[src/rtl/mem_stage_lsu.sv]
// mem_stage_lsu: MEM-stage load/store unit for the 5-stage RISC-V pipeline.
// Drives a ready/valid data bus, steers store bytes to lanes, extracts and
// extends load data, and stalls upstream while an access is outstanding.
// Optional build macro: LSU_TIMEOUT_EN adds a response timeout that ends the
// access with no write-back and flags it on misalign_out.
module mem_stage_lsu #(
  parameter int ADDR_WIDTH     = 32,
  parameter int TIMEOUT_CYCLES = 16
) (
  input  logic                  clk,
  input  logic                  reset,
  input  logic                  valid_in,
  input  logic                  flush,
  input  logic                  regwrite_in,
  input  logic [1:0]            mem_to_reg_in,
  input  logic                  mem_read_in,
  input  logic                  mem_write_in,
  input  logic [2:0]            funct3_in,
  input  logic [31:0]           alu_result_in,
  input  logic [31:0]           rs2_data_in,
  input  logic [31:0]           pc_plus_4_in,
  input  logic [4:0]            rd_in,
  output logic                  dmem_req,
  output logic                  dmem_we,
  output logic [ADDR_WIDTH-1:0] dmem_addr,
  output logic [31:0]           dmem_wdata,
  output logic [3:0]            dmem_be,
  input  logic                  dmem_ready,
  input  logic                  dmem_rvalid,
  input  logic [31:0]           dmem_rdata,
  output logic                  stall_out,
  output logic                  misalign_out,
  output logic                  regwrite_out,
  output logic [1:0]            mem_to_reg_out,
  output logic [31:0]           mem_read_data_out,
  output logic [31:0]           alu_result_out,
  output logic [31:0]           pc_plus_4_out,
  output logic [4:0]            rd_out
);

  typedef enum logic [1:0] {IDLE, REQ, RESP, DONE} state_t;

  // Instruction snapshot taken when an access launches; EX/MEM may change
  // underneath us, so everything driven later comes from here.
  typedef struct packed {
    logic        regwrite;
    logic [1:0]  mem_to_reg;
    logic        mem_read;
    logic        mem_write;
    logic [2:0]  funct3;
    logic [31:0] alu_result;
    logic [31:0] pc_plus_4;
    logic [4:0]  rd;
    logic [3:0]  be;
    logic [31:0] wdata;
  } lsu_req_t;

  state_t         state_q, state_d;
  lsu_req_t       req_q, req_new;
  logic [31:0]    rdata_q, rdata_ext, shifted;
  logic           flush_seen_q;
  logic           mem_op, misaligned, load_cap;
  logic [3:0]     lane_be;
  logic [3:0][7:0] lane_wdata;
  logic           tmo_hit, tmo_seen_q;

  // Live memory op: a flushed instruction never reaches the bus.
  assign mem_op = valid_in & ~flush & (mem_read_in | mem_write_in);

  // Byte lane steering: B replicates the low byte, H the low half, W is direct.
  for (genvar i = 0; i < 4; i++) begin : g_lane
    localparam logic [1:0] LANE = 2'(i);
    assign lane_wdata[i] = (funct3_in[1:0] == 2'b00) ? rs2_data_in[7:0] :
                           (funct3_in[1:0] == 2'b01) ? rs2_data_in[8*(i%2) +: 8] :
                                                       rs2_data_in[8*i +: 8];
    assign lane_be[i]    = (funct3_in[1:0] == 2'b00) ? (alu_result_in[1:0] == LANE) :
                           (funct3_in[1:0] == 2'b01) ? (alu_result_in[1] == LANE[1]) :
                                                       1'b1;
  end

  // Halves need even addresses, words need 4-byte alignment.
  always_comb begin
    case (funct3_in[1:0])
      2'b00:   misaligned = 1'b0;
      2'b01:   misaligned = alu_result_in[0];
      default: misaligned = |alu_result_in[1:0];
    endcase
  end

  assign req_new = '{regwrite:   regwrite_in,
                     mem_to_reg: mem_to_reg_in,
                     mem_read:   mem_read_in & ~mem_write_in,
                     mem_write:  mem_write_in,
                     funct3:     funct3_in,
                     alu_result: alu_result_in,
                     pc_plus_4:  pc_plus_4_in,
                     rd:         rd_in,
                     be:         lane_be,
                     wdata:      lane_wdata};

  // Load extract: shift the addressed byte/half down, then sign/zero extend.
  always_comb begin
    shifted = dmem_rdata >> {req_q.alu_result[1:0], 3'b000};
    case (req_q.funct3)
      3'b000:  rdata_ext = {{24{shifted[7]}}, shifted[7:0]};
      3'b001:  rdata_ext = {{16{shifted[15]}}, shifted[15:0]};
      3'b100:  rdata_ext = {24'h0, shifted[7:0]};
      3'b101:  rdata_ext = {16'h0, shifted[15:0]};
      default: rdata_ext = shifted;
    endcase
  end

`ifdef LSU_TIMEOUT_EN
  localparam int CW = $clog2(TIMEOUT_CYCLES + 1);
  logic [CW-1:0] tmo_cnt_q;
  logic          tmo_fire;

  assign tmo_hit  = ((state_q == REQ) || (state_q == RESP)) &&
                    (tmo_cnt_q == CW'(TIMEOUT_CYCLES - 1));
  // Completion in the same cycle wins over the timeout.
  assign tmo_fire = tmo_hit & ((state_q == REQ) ? ~dmem_ready : ~dmem_rvalid);

  // Cycles spent waiting on the bus; zero outside REQ/RESP.
  always_ff @(posedge clk or posedge reset) begin
    if (reset)                                     tmo_cnt_q <= '0;
    else if ((state_q == REQ) || (state_q == RESP)) tmo_cnt_q <= tmo_cnt_q + 1'b1;
    else                                           tmo_cnt_q <= '0;
  end

  // Remember a timed-out access so DONE suppresses write-back and flags it.
  always_ff @(posedge clk or posedge reset) begin
    if (reset)                tmo_seen_q <= 1'b0;
    else if (tmo_fire)        tmo_seen_q <= 1'b1;
    else if (state_q == DONE) tmo_seen_q <= 1'b0;
  end
`else
  assign tmo_hit    = 1'b0;
  assign tmo_seen_q = 1'b0;
`endif

  // State register.
  always_ff @(posedge clk or posedge reset) begin
    if (reset) state_q <= IDLE;
    else       state_q <= state_d;
  end

  // Snapshot on launch, load data on response, flush seen while waiting.
  always_ff @(posedge clk or posedge reset) begin
    if (reset) begin
      req_q        <= '0;
      rdata_q      <= '0;
      flush_seen_q <= 1'b0;
    end else if ((state_q == IDLE) && (state_d == REQ)) begin
      req_q        <= req_new;
      rdata_q      <= '0;
      flush_seen_q <= 1'b0;
    end else begin
      if (load_cap) rdata_q <= rdata_ext;
      if (((state_q == REQ) || (state_q == RESP)) && flush) flush_seen_q <= 1'b1;
    end
  end

  // Next state and all outputs; reset forces every output to zero.
  always_comb begin
    state_d           = state_q;
    load_cap          = 1'b0;
    dmem_req          = 1'b0;
    dmem_we           = 1'b0;
    dmem_addr         = '0;
    dmem_wdata        = '0;
    dmem_be           = '0;
    stall_out         = 1'b0;
    misalign_out      = 1'b0;
    regwrite_out      = 1'b0;
    mem_to_reg_out    = '0;
    mem_read_data_out = '0;
    alu_result_out    = '0;
    pc_plus_4_out     = '0;
    rd_out            = '0;
    if (!reset) begin
      case (state_q)
        IDLE: begin
          mem_to_reg_out = mem_to_reg_in;
          alu_result_out = alu_result_in;
          pc_plus_4_out  = pc_plus_4_in;
          rd_out         = rd_in;
          if (mem_op) begin
            if (misaligned) misalign_out = 1'b1;
            else begin
              stall_out = 1'b1;
              state_d   = REQ;
            end
          end else begin
            regwrite_out = regwrite_in & valid_in & ~flush;
          end
        end
        REQ, RESP: begin
          stall_out      = 1'b1;
          mem_to_reg_out = req_q.mem_to_reg;
          alu_result_out = req_q.alu_result;
          pc_plus_4_out  = req_q.pc_plus_4;
          rd_out         = req_q.rd;
          if (state_q == REQ) begin
            dmem_req   = 1'b1;
            dmem_we    = req_q.mem_write;
            dmem_addr  = {req_q.alu_result[ADDR_WIDTH-1:2], 2'b00};
            dmem_be    = req_q.be;
            dmem_wdata = req_q.wdata;
            if (dmem_ready) begin
              if (req_q.mem_write) state_d = DONE;
              else if (dmem_rvalid) begin
                load_cap = 1'b1;
                state_d  = DONE;
              end else state_d = RESP;
            end else if (tmo_hit) state_d = DONE;
          end else begin
            if (dmem_rvalid) begin
              load_cap = 1'b1;
              state_d  = DONE;
            end else if (tmo_hit) state_d = DONE;
          end
        end
        DONE: begin
          mem_to_reg_out    = req_q.mem_to_reg;
          alu_result_out    = req_q.alu_result;
          pc_plus_4_out     = req_q.pc_plus_4;
          rd_out            = req_q.rd;
          mem_read_data_out = req_q.mem_read ? rdata_q : 32'h0;
          regwrite_out      = req_q.regwrite & ~flush_seen_q & ~tmo_seen_q;
          misalign_out      = tmo_seen_q;
          state_d           = IDLE;
        end
        default: state_d = IDLE;
      endcase
    end
  end

endmodule

[config.mk]
export PLATFORM = sky130hd
export DESIGN_NAME = mem_stage_lsu
export DESIGN_NICKNAME = d
export VERILOG_FILES = /design/src/rtl/mem_stage_lsu.sv
export SDC_FILE = /design/constraint.sdc
export NUM_CORES = 1
export LEC_CHECK = 0
export CORE_UTILIZATION = 46
export CTS_CLUSTER_SIZE = 28
export DETAILED_ROUTE_END_ITERATION = 8
export GPL_TIMING_DRIVEN = 0
export PLACE_DENSITY = 0.93
export SLEW_MARGIN = 20
export SYNTH_ARGS = -nofsm -noshare
export SYNTH_HDL_FRONTEND = slang
export SYNTH_SLANG_ARGS = --single-unit
[constraint.sdc]
create_clock -name clk -period 8.3 [get_ports clk]
set_clock_uncertainty 0.05 [all_clocks]
set_input_delay 1.245 -clock clk [delete_from_list [all_inputs] [get_ports clk]]
set_output_delay 1.245 -clock clk [all_outputs]
set_load 0.005 [all_outputs]
# ---- Word level (Yosys, flattened, before mapping)
# Index checks and enable logic that the tools add are counted.
dict set report op_classes {
  n_eq_ne 11
  shifts 1
  reduce_logical 12
  n_bitwise 11
  muxes 69
}
# operator count
set ops {}
lappend ops {{two-way mux 32 bit} 13}
lappend ops {{one-hot mux 32 bit (2 select lines)} 2}
lappend ops {{one-hot mux 32 bit (4 select lines)} 1}
lappend ops {{two-way mux 8 bit} 5}
lappend ops {{right shift 32 x 5 -> 32 bit} 1}
lappend ops {{two-way mux 1 bit} 31}
lappend ops {{two-way mux 2 bit} 7}
lappend ops {{two-way mux 4 bit} 3}
lappend ops {{one-hot mux 5 bit (2 select lines)} 1}
lappend ops {{== test 2 x 1 -> 1 bit (second input constant)} 4}
lappend ops {{== test 2 bit (second input constant)} 4}
lappend ops {{bitwise AND 1 bit} 6}
lappend ops {{== test 3 bit (second input constant)} 2}
lappend ops {{logical NOT 2 bit} 3}
lappend ops {{one-hot mux 1 bit (2 select lines)} 3}
lappend ops {{one-hot mux 2 bit (3 select lines)} 1}
lappend ops {{two-way mux 5 bit} 1}
lappend ops {{NOT 1 bit} 4}
lappend ops {{one-hot mux 2 bit (2 select lines)} 1}
lappend ops {{nonzero test 2 bit} 2}
lappend ops {{OR reduction 2 bit} 2}
lappend ops {{== test 3 x 1 -> 1 bit (second input constant)} 1}
lappend ops {{logical NOT 3 bit} 1}
lappend ops {{OR reduction 3 bit} 1}
lappend ops {{3 further kinds} 4}
dict set report totals {
  ff_bits 148
  out_inout_bits 176
  inputBits 147
}

# ---- Depth between registers and ports, before layout
dict set report depth {
  ltp_word 9
  ltp_mapped 9
  mapped_depth_nobuf 6
}

# ---- Worst setup path after synthesis
# No wires, ideal clock.
dict set report synth_path {
  path_kind {input to output}
  from {input port reset}
  to {output port misalign_out}
  t_required_ps 7005
  arrival_ps 5466
  slack_ps 1539
  path_stages 4
  cell_sequence {clkbuf_2 -> inv_1 -> and4_4 -> nor2b_1}
}
dict set report synth_via {
  elab_chain_len 1
}
# element line
set synth_lines {}
lappend synth_lines {{start: declaration} 11} ;# input logic reset,
lappend synth_lines {{two-way mux 1 bit} 180} ;# if (!reset) begin
lappend synth_lines {{end: declaration} 32} ;# output logic misalign_out,
# No other way between the ends.

# ---- Worst setup path after layout
dict set report layout_path {
  from {input port reset}
  to {output port mem_read_data_out[11]}
}
dict set report layout_via {
  elab_chain_len 1
}
# element line
set layout_lines {}
lappend layout_lines {{two-way mux 32 bit} 180}
lappend layout_lines {{end: declaration} 35} ;# output logic [31:0] mem_read_data_out,
# No other way between the ends.

==> impl_metrics.toml <==
[final_layout]
area_delta_synth_final_pct = 45.8
drive_above_1_share_pct = 18.9
diodes = 0
nets = 1284
stdcell_count = 1406
final_area_um2 = 13200

[drt]
routed_wirelength_um = 28000
dr.pass1.iters = 5
drtIter0Drc = 363
drcViolationCount = 0
num_vias = 7583
post_drt_wl_per_cell_um = 19.9
ant_nets = 0
viasPerCell = 5.39

[cts]
cts_inserted_buffers = 17
ctsResizeCount = 0
cts.sinks = 148
cts.root.buffer_cell = "clkbuf_16"
clock_path_buffers = 2
clk-insertion-delay-late_ns = 0.41
cts_tree = "yes"
clkTransAtPathRegs_ns = 0.06
holdBufCountCts = 0
htreeDepth = 4
postCtsSetupBuffers = 0

[timing]
max_freq_mhz = 204
period_minus_slack_ns = 4.89
slew_headroom_pct = 47.6
setup_ws_ns = 3.41
setup_tns_ns = 0
slew_violations = 0
fin_crit_sh_pct = 59.0
worst_slew_pin_slew_ns = 0.782
rsz0062_at_grt = "no"
finalSetupViolations = 0
hold_viol_final = 0

[floorplan]
core-area_um2 = 19000
die_w_um = 142
dieArea_um2 = 20300
die_h_um = 142
start_util_pct = 47.6
ioPinCount = 323
rows = 50

[grt]
antenna_found_initial = 0
grt_pass1_wl_um = 43600
grt_max_degree = 83
grt_usage_pct = 28.3
grt_pass1_vias = 7989
overflow = 0

[power_and_ir_drop]
switching_share_pct = 33.6
finalPower_uw = 4430
power_frac_clock_pct = 17.4
p_seq_share_pct = 30.3
power_frac_comb_pct = 52.3
p_sw_uw = 1490
p_per_area_nw_per_um2 = 335
ir_drop_v = 0.000174
p_leak_uw = 0.00557
p_int_uw = 2940

[setup_path]
worst-path-buf-inv = 5
crit_fanout = 82
reg2regPathDepth = 7
slowest_delay_ns = 0.50
r2r_start = "state_q[0]"
path_cells = "clkbuf_2, inv_8, buf_16, and3_1, clkbuf_1, and2_1, clkdlybuf4s50_1"
critPathSlowestCell = "clkdlybuf4s50_1"
worstPathRequired_ns = 7.01
crit_arrival_ns = 3.60
path_class = "in2out"
r2r_slack_ns = 5.61
cp_top_family = "buffers and inverters"
timing.rr.end = "rdata_q[6]"
startpoint = "reset"
cp-start-kind = "input pin"
cp-end-kind = "output port"

[yosys]
netlist_top_cells_area = "dfrtp_1 41%, mux2_4 17%, mux2i_1 11%, and2_1 7.5%, mux2_2 4.4%"
synth-seq-cells = 148
ys_warn_count = 0
avgSynthCellArea_um2 = 11.4
ys_types = 45
async_flop_share_pct = 100
synth_area_leader_cell = "dfrtp_1"
yosysTopAreaCellShare_pct = 40.9
synth_edf_count = 0
synthCells = 793
synth_flop_cell = "dfrtp_1"
synth_area_um2 = 9060
ys_seq_area_share_pct = 40.9

[place]
post-place-ws_ns = 3.27
gp_congestion = 0.919
portBuffers = 319
dp_hpwl_um = 21100
dp.cells = 1374
place_area_um2 = 12600

[worst_hold_path]
worstHoldStart = "req_q[109]"
worstHoldEndpoint = "req_q[109]"
hold_depth = 1
hold_class = "reg2reg"

[status]
status = "completed"

[run]
max_cap_viol_count = 0
## cells in the mapped netlist, types with 2 or more instances
cell type,n
a211oi_1,9
a21oi_1,13
a311oi_1,2
a41oi_1,2
and2_1,108
and3_1,2
buf_1,7
buf_12,10
buf_2,9
buf_4,3
buf_6,4
clkbuf_1,30
dfrtp_1,148
ha_1,4
inv_1,4
mux2_2,35
mux2_4,101
mux2i_1,96
nand2_1,29
nand2b_1,5
nand3b_1,2
nor2_1,95
nor2b_1,6
nor3_1,10
o211ai_1,7
o21ai_0,10
o21bai_1,3
o221a_2,16
o2bb2ai_1,7
## state kept, by name (all words and copies together) (netlist names)
signal	count
flush_seen_q	1
rdata_q	32
req_q	113
state_q	2
## final cells by class
cell class / instances / area, µm²
Clock inverter: 12 / 130
Clock buffer: 20 / 457
Tap cell: 260 / 325
Inverter: 4 / 22.5
Multi-Input combinational cell: 578 / 4890
Buffer: 64 / 457
Timing Repair Buffer: 320 / 3220
Sequential cell: 148 / 3700
Fill cell: 1385 / 5820
## layer usage
metal	up-vias	global-route usage [%]	wire [µm]
met1	3719	33.7	11200
met2	332	47.5	13800
met4	0	14.8	1180
li1	3449	-	-
met5	-	0	0
met3	83	6.63	1850
## worst reg2reg max path, delay by kind of cell, from the launching register on
kind	cells	cell delay, ns
simple gates	1	0.10
compound gates	3	1.11
buf+inv	2	0.51
flops	1	0.48
fa+ha+maj	1	0.37
## cells in the final DEF (no fill, tap or decap), drive strengths merged, types with 6 or more instances in the layout
master / netlist / layout
o221a: 16 / 16
a21oi: 14 / 14
nand2: 29 / 29
mux2: 136 / 136
o2bb2ai: 7 / 7
nor2b: 6 / 6
o21ai: 10 / 10
a211oi: 9 / 9
nor3: 10 / 10
dfrtp: 148 / 148
clkdlybuf4s50: 0 / 319
mux2i: 96 / 96
o211ai: 7 / 7
clkbuf: 31 / 51
nor2: 95 / 95
and2: 108 / 108
buf: 33 / 34
## cells by family (layout without fill, tap and decap cells)
group                      count (synthesis)  in the layout  synth area share [%]
AOI/OAI and AO/OA                         76             76                  6.59
adders and majority gates                  4              4                 0.553
buffers and inverters                     68            420                  5.21
DFF                                      148            148                  40.9
muxes                                    233            233                  32.0
other                                      1              2                0.0414
and+or+nand+nor                          263            263                  14.8
## per-stage QoR
step / util (%) / hold WS (ns)
5_1_grt: 69.4 / 0.461
3_5_place_dp: 66.3 / 0.436
3_3_place_gp: 66.1 / 0.434
6_report: 69.4 / 0.456
4_1_cts: 69.4 / 0.456
2_1_floorplan: - / 0.413
## how the worst max path moves through the flow
stage | slack (ns) | to | depth (start not counted)
2_1_floorplan | 1.54 | misalign_out | 4
3_3_place_gp | -0.48 | mem_read_data_out[11] | 6
3_5_place_dp | 3.27 | mem_read_data_out[11] | 7
4_1_cts | 3.28 | mem_read_data_out[11] | 7
5_1_grt | 3.08 | mem_read_data_out[26] | 7
6_report | 3.41 | mem_read_data_out[11] | 7
## power groups by stage
stage          logic (µW)  clock network, µW  registers [µW]
2_1_floorplan        1540                  0            1240
3_3_place_gp         2250                  0            1310
5_1_grt              2480                817            1370
3_5_place_dp         2320                  0            1330
4_1_cts              2330                782            1330
6_report             2320                772            1340
Power figures use the tool's default switching activity.
